[config.mk]
export PLATFORM = sky130hd
export DESIGN_NAME = common_dffram_fifo
export DESIGN_NICKNAME = d
export VERILOG_FILES = /design/src/rtl/common_dffram_fifo.sv
export SDC_FILE = /design/constraint.sdc
export NUM_CORES = 1
export LEC_CHECK = 0
export ABC_AREA = 1
export BUFFER_PORTS_ARGS = -buffer_cell sky130_fd_sc_hd__buf_4
export CORE_MARGIN = 5
export CORE_UTILIZATION = 55
export DETAILED_ROUTE_END_ITERATION = 7
export PLACE_DENSITY = 0.89
export SYNTH_ARGS = -nofsm -noshare
export SYNTH_HDL_FRONTEND = slang
export SYNTH_SLANG_ARGS = --single-unit
[constraint.sdc]
create_clock -name clk -period 4.5 [get_ports clk]
set_input_delay 0.225 -clock clk [delete_from_list [all_inputs] [get_ports clk]]
set_output_delay 0.225 -clock clk [all_outputs]
set_load 0.05 [all_outputs]
[src/rtl/common_dffram_fifo.sv]
// ---------------------------------------------------------------------------
// common_dffram_fifo
//
// Single-clock first-word-fall-through FIFO built on flip-flop storage.
// The storage array has one write port with a per-bit write enable and one
// combinational read port. The FIFO controller owns both storage ports.
//
// Optional feature macro: COMMON_DFFRAM_FIFO_BYPASS_EN
//   defined   : an empty FIFO forwards s_data straight to m_data while
//               s_valid=1. If the consumer takes it that cycle, nothing is
//               stored.
//   undefined : no combinational path from s_* to m_*. Minimum latency is
//               one cycle.
//
// Parameters
//   FIFO_DATA_WIDTH : entry width in bits
//   FIFO_ADDR_WIDTH : log2 of depth (>= 1)
//
// Ports
//   clk     : clock, rising edge
//   reset   : asynchronous active-high reset
//   flush   : synchronous clear of all entries, beats push/pop
//   s_valid : producer has data
//   s_ready : FIFO can accept (== !full)
//   s_data  : producer data
//   m_valid : head entry available
//   m_ready : consumer takes the head entry
//   m_data  : head entry data
//   count   : occupancy, 0..DEPTH
// ---------------------------------------------------------------------------

// Flip-flop storage: one write port with a bit mask, one combinational read port.
module common_dffram_fifo_mem #(
  parameter int DATA_WIDTH = 8,
  parameter int ADDR_WIDTH = 2
) (
  input  logic                  clk,
  input  logic                  reset,
  input  logic [ADDR_WIDTH-1:0] waddr,
  input  logic [DATA_WIDTH-1:0] wen,
  input  logic [DATA_WIDTH-1:0] wdata,
  input  logic [ADDR_WIDTH-1:0] raddr,
  output logic [DATA_WIDTH-1:0] rdata
);

  localparam int DEPTH = 1 << ADDR_WIDTH;

  logic [DATA_WIDTH-1:0] mem [DEPTH];

  always_ff @(posedge clk or posedge reset) begin
    if (reset) begin
      for (int i = 0; i < DEPTH; i++) begin
        mem[i] <= '0;
      end
    end else if (|wen) begin
      mem[waddr] <= (mem[waddr] & ~wen) | (wdata & wen);
    end
  end

  assign rdata = mem[raddr];

endmodule

module common_dffram_fifo #(
  parameter int FIFO_DATA_WIDTH = 8,
  parameter int FIFO_ADDR_WIDTH = 2
) (
  input  logic                       clk,
  input  logic                       reset,
  input  logic                       flush,
  input  logic                       s_valid,
  output logic                       s_ready,
  input  logic [FIFO_DATA_WIDTH-1:0] s_data,
  output logic                       m_valid,
  input  logic                       m_ready,
  output logic [FIFO_DATA_WIDTH-1:0] m_data,
  output logic [FIFO_ADDR_WIDTH:0]   count
);

  localparam logic [FIFO_ADDR_WIDTH:0] PTR_ONE = 1;

  // Pointers carry one extra wrap bit so full and empty are distinguishable
  // without a separate occupancy register.
  logic [FIFO_ADDR_WIDTH:0]   wptr;
  logic [FIFO_ADDR_WIDTH:0]   rptr;
  logic                       empty;
  logic                       full;
  logic                       push;
  logic                       pop;
  logic                       bypass_take;

  logic [FIFO_ADDR_WIDTH-1:0] mem_waddr;
  logic [FIFO_DATA_WIDTH-1:0] mem_wen;
  logic [FIFO_DATA_WIDTH-1:0] mem_wdata;
  logic [FIFO_ADDR_WIDTH-1:0] mem_raddr;
  logic [FIFO_DATA_WIDTH-1:0] mem_rdata;

  // Status from registers only; s_ready never looks at m_ready.
  assign empty = (wptr == rptr);
  assign full  = (wptr[FIFO_ADDR_WIDTH-1:0] == rptr[FIFO_ADDR_WIDTH-1:0]) &&
                 (wptr[FIFO_ADDR_WIDTH] != rptr[FIFO_ADDR_WIDTH]);
  assign count = wptr - rptr;

  assign s_ready = ~full;

`ifdef COMMON_DFFRAM_FIFO_BYPASS_EN
  logic bypass;

  // Forwarding only happens into an empty queue. Reset is included so that the
  // outputs hold their reset values even with s_valid high.
  assign bypass      = empty & s_valid & ~flush & ~reset;
  assign bypass_take = bypass & m_ready;
  assign m_valid     = ~empty | bypass;
  assign m_data      = bypass ? s_data : mem_rdata;
`else
  assign bypass_take = 1'b0;
  assign m_valid     = ~empty;
  assign m_data      = mem_rdata;
`endif

  // A bypassed entry is consumed without touching storage or pointers.
  assign push = s_valid & s_ready & ~flush & ~bypass_take;
  assign pop  = ~empty & m_ready & ~flush;

  always_ff @(posedge clk or posedge reset) begin
    if (reset) begin
      wptr <= '0;
      rptr <= '0;
    end else if (flush) begin
      wptr <= '0;
      rptr <= '0;
    end else begin
      if (push) begin
        wptr <= wptr + PTR_ONE;
      end
      if (pop) begin
        rptr <= rptr + PTR_ONE;
      end
    end
  end

  assign mem_waddr = wptr[FIFO_ADDR_WIDTH-1:0];
  assign mem_wen   = {FIFO_DATA_WIDTH{push}};
  assign mem_wdata = s_data;
  assign mem_raddr = rptr[FIFO_ADDR_WIDTH-1:0];

  common_dffram_fifo_mem #(
    .DATA_WIDTH (FIFO_DATA_WIDTH),
    .ADDR_WIDTH (FIFO_ADDR_WIDTH)
  ) u_mem (
    .clk   (clk),
    .reset (reset),
    .waddr (mem_waddr),
    .wen   (mem_wen),
    .wdata (mem_wdata),
    .raddr (mem_raddr),
    .rdata (mem_rdata)
  );

endmodule
==> reports/qor.yml <==
status: "finished, final reports clean"
whs_path_depth: 2
multiInputGateArea_sq_um: 901
path_clk_slew_ns: 0.11
hold_viol: 0
grt_util_all_layers: 0.199
leakage_nw: 1.22
hold_class: "in -> reg"
yosysSeqAreaShare: 0.491
drt_iter0_drc: 192
synth_cell_types: 19
ir_drop_mv: 0.262
cp.required_ns: 4.28
path_cells: "inv_1 > o21ai_0 > o22ai_1 > buf_4"
final_cell_mix: "nand2_1, dfrtp_1, buf_4"
syn2layout_area_growth_pct: 16.5
grt_max_degree: 39
post_dp_cell_area_sq_um: 2160
path_delay_family: "flip-flops"
slew_viol_final: 0
setup.worst_path.start_class: "flop"
ys.warnings.count: 0
r2r_cells: 8
max_stage_delay_ns: 0.77
root_buffer: "clkbuf_4"
crit_buf_inv: 2
clock_latency_ns: 0.35
numClockSinks: 38
synth_top_cells_by_area: "dfrtp_1, nand2_1, o21ai_0, ha_1, inv_1"
synth_top_area_frac: 0.491
ant_nets: 0
crit_cells: 4
regToRegSetupSlack_ns: 2.20
rsz0062_at_grt: "no"
die_area_sq_um: 4810
synth_cells: 241
core_sq_um: 3360
num-fill-cells: 308
slowest_stage: "dfrtp_1"
fin_cells: 316
final_layout_size_suffix_gt1_frac: 0.152
start_util: 0.576
cts_buffers: 5
die_y_um: 69.3
endpoint_kind: "output pin"
dp.cells: 308
ys_ff_latch: 38
die_x_um: 69.3
syn_avg_cell_area_sq_um: 8.04
fin_area_sq_um: 2260
vias_per_cell: 5.33
seqCellArea_sq_um: 951
grt_pass1_vias: 1623
cap_viol_max_count: 0
drc_errors: 0
numPortBuffers: 25
worstMarginPinSlew_ns: 0.641
power.density_nw_per_um2: 588
syn_area_sq_um: 1940
critPathKind: "reg -> out"
wire_per_inst_um: 14.2
finalCriticalPeriod_ns: 2.36
min_period_over_period: 0.525
finalSetupViolCount: 0
grt_pass1_wl_um: 7670
cts_buffer_depth: 2
critPathArrivalTime_ns: 2.14
final.setup.tns_ns: 0
cts_tree: "done"
crit_fanout: 20
power.total_mw: 1.33
wl_um: 4500
hpwl_um: 2950
cts_resized: 0
grt_overflow: 0
syn_nets: 262
finClkSkew_ns: 0.00790
yosys.area.top_type: "dfrtp_1"
final_nets: 291
layout_commonest_cell: "nand2_1"
num_rows: 21
antenna_found_initial: 0
place_congestion: 0.858
fmax_mhz: 423
vias: 1684
diodes: 0
htreeDepth: 2
relSlewSlack: 0.573
drt_first_pass_iters: 5
io_pins: 26
[worst reg2reg max path: stages (launching register included)]
cell     delay (ns)
dfrtp_1        0.61
inv_1          0.27
ha_1           0.36
nand2_1        0.08
inv_1          0.08
nand3_4        0.11
nand4_1        0.43
nand2_1        0.21
nand2_1        0.07
[registers in the layout, indices dropped and copies added (netlist names)]
signal     count
wptr           3
rptr           3
u_mem.mem     32
[synthesized netlist by cell type]
master,number
nand3_4,2
o21ai_0,18
nand3_1,7
inv_1,16
xnor2_1,1
nand2_1,109
clkbuf_1,2
a21oi_1,1
dfrtp_1,38
nor2_1,16
nor2_4,4
fa_1,1
xor2_1,2
nand2_2,2
buf_2,2
buf_4,1
o22ai_1,8
nand4_1,4
ha_1,7
[logic make-up after synthesis]
kind of cell             count (synthesis)  share of synthesized area
XOR/XNOR                                 3                     0.0136
AO/OA/AOI/OAI                           27                     0.0749
adder cells (fa/ha/maj)                  8                     0.0556
AND/OR/NAND/NOR                        144                      0.321
buffers and inverters                   21                     0.0439
flip-flops                              38                      0.491
[power breakdown]
group          leakage, nW  switching (mW)  internal [mW]
Clock               0.0443           0.114          0.129
Sequential           0.491          0.0753          0.442
Combinational        0.681           0.388          0.178
Total                 1.22           0.577          0.750
[final timing paths]
kind	startpoint	to
setup / recovery	rptr[0]	m_data[7]
hold reg to reg	u_mem.mem[16]	u_mem.mem[16]
hold / removal	flush	rptr[1]
setup reg to reg	rptr[1]	u_mem.mem[7]
min in group asynchronous	reset	u_mem.mem[24]
max in group asynchronous	reset	u_mem.mem[3]
[final cells by class]
type	count	area share
clock inverter	1	0.0133
clock buffer	6	0.0227
inverter	16	0.0266
tap	46	0.0255
multi-input combinational	182	0.399
timing repair buffer	27	0.0910
sequential	38	0.422
[metal layers]
layer	vias up	wire [um]	GRT usage
li1	822	-	-
met1	797	2080	0.272
met2	58	2100	0.308
met3	7	255	0.0464
met4	0	65	0.0738
met5	-	0	0
[stage by stage]
step | hold slack (ns) | util | setup slack [ns]
after floorplan | 0.288 | - | 2.43
after global placement | 0.370 | 0.644 | 2.42
after detailed placement | 0.372 | 0.644 | 2.30
after CTS | 0.0161 | 0.671 | 2.16
after global routing | 0.0214 | 0.671 | 1.96
final | 0.0163 | 0.671 | 2.14
[repair_timing]
action,in CTS,in global routing
buffers inserted,0,0
hold buffers,1,0
hold endpoints to repair,38,0
(Power assumes the default switching activity.)
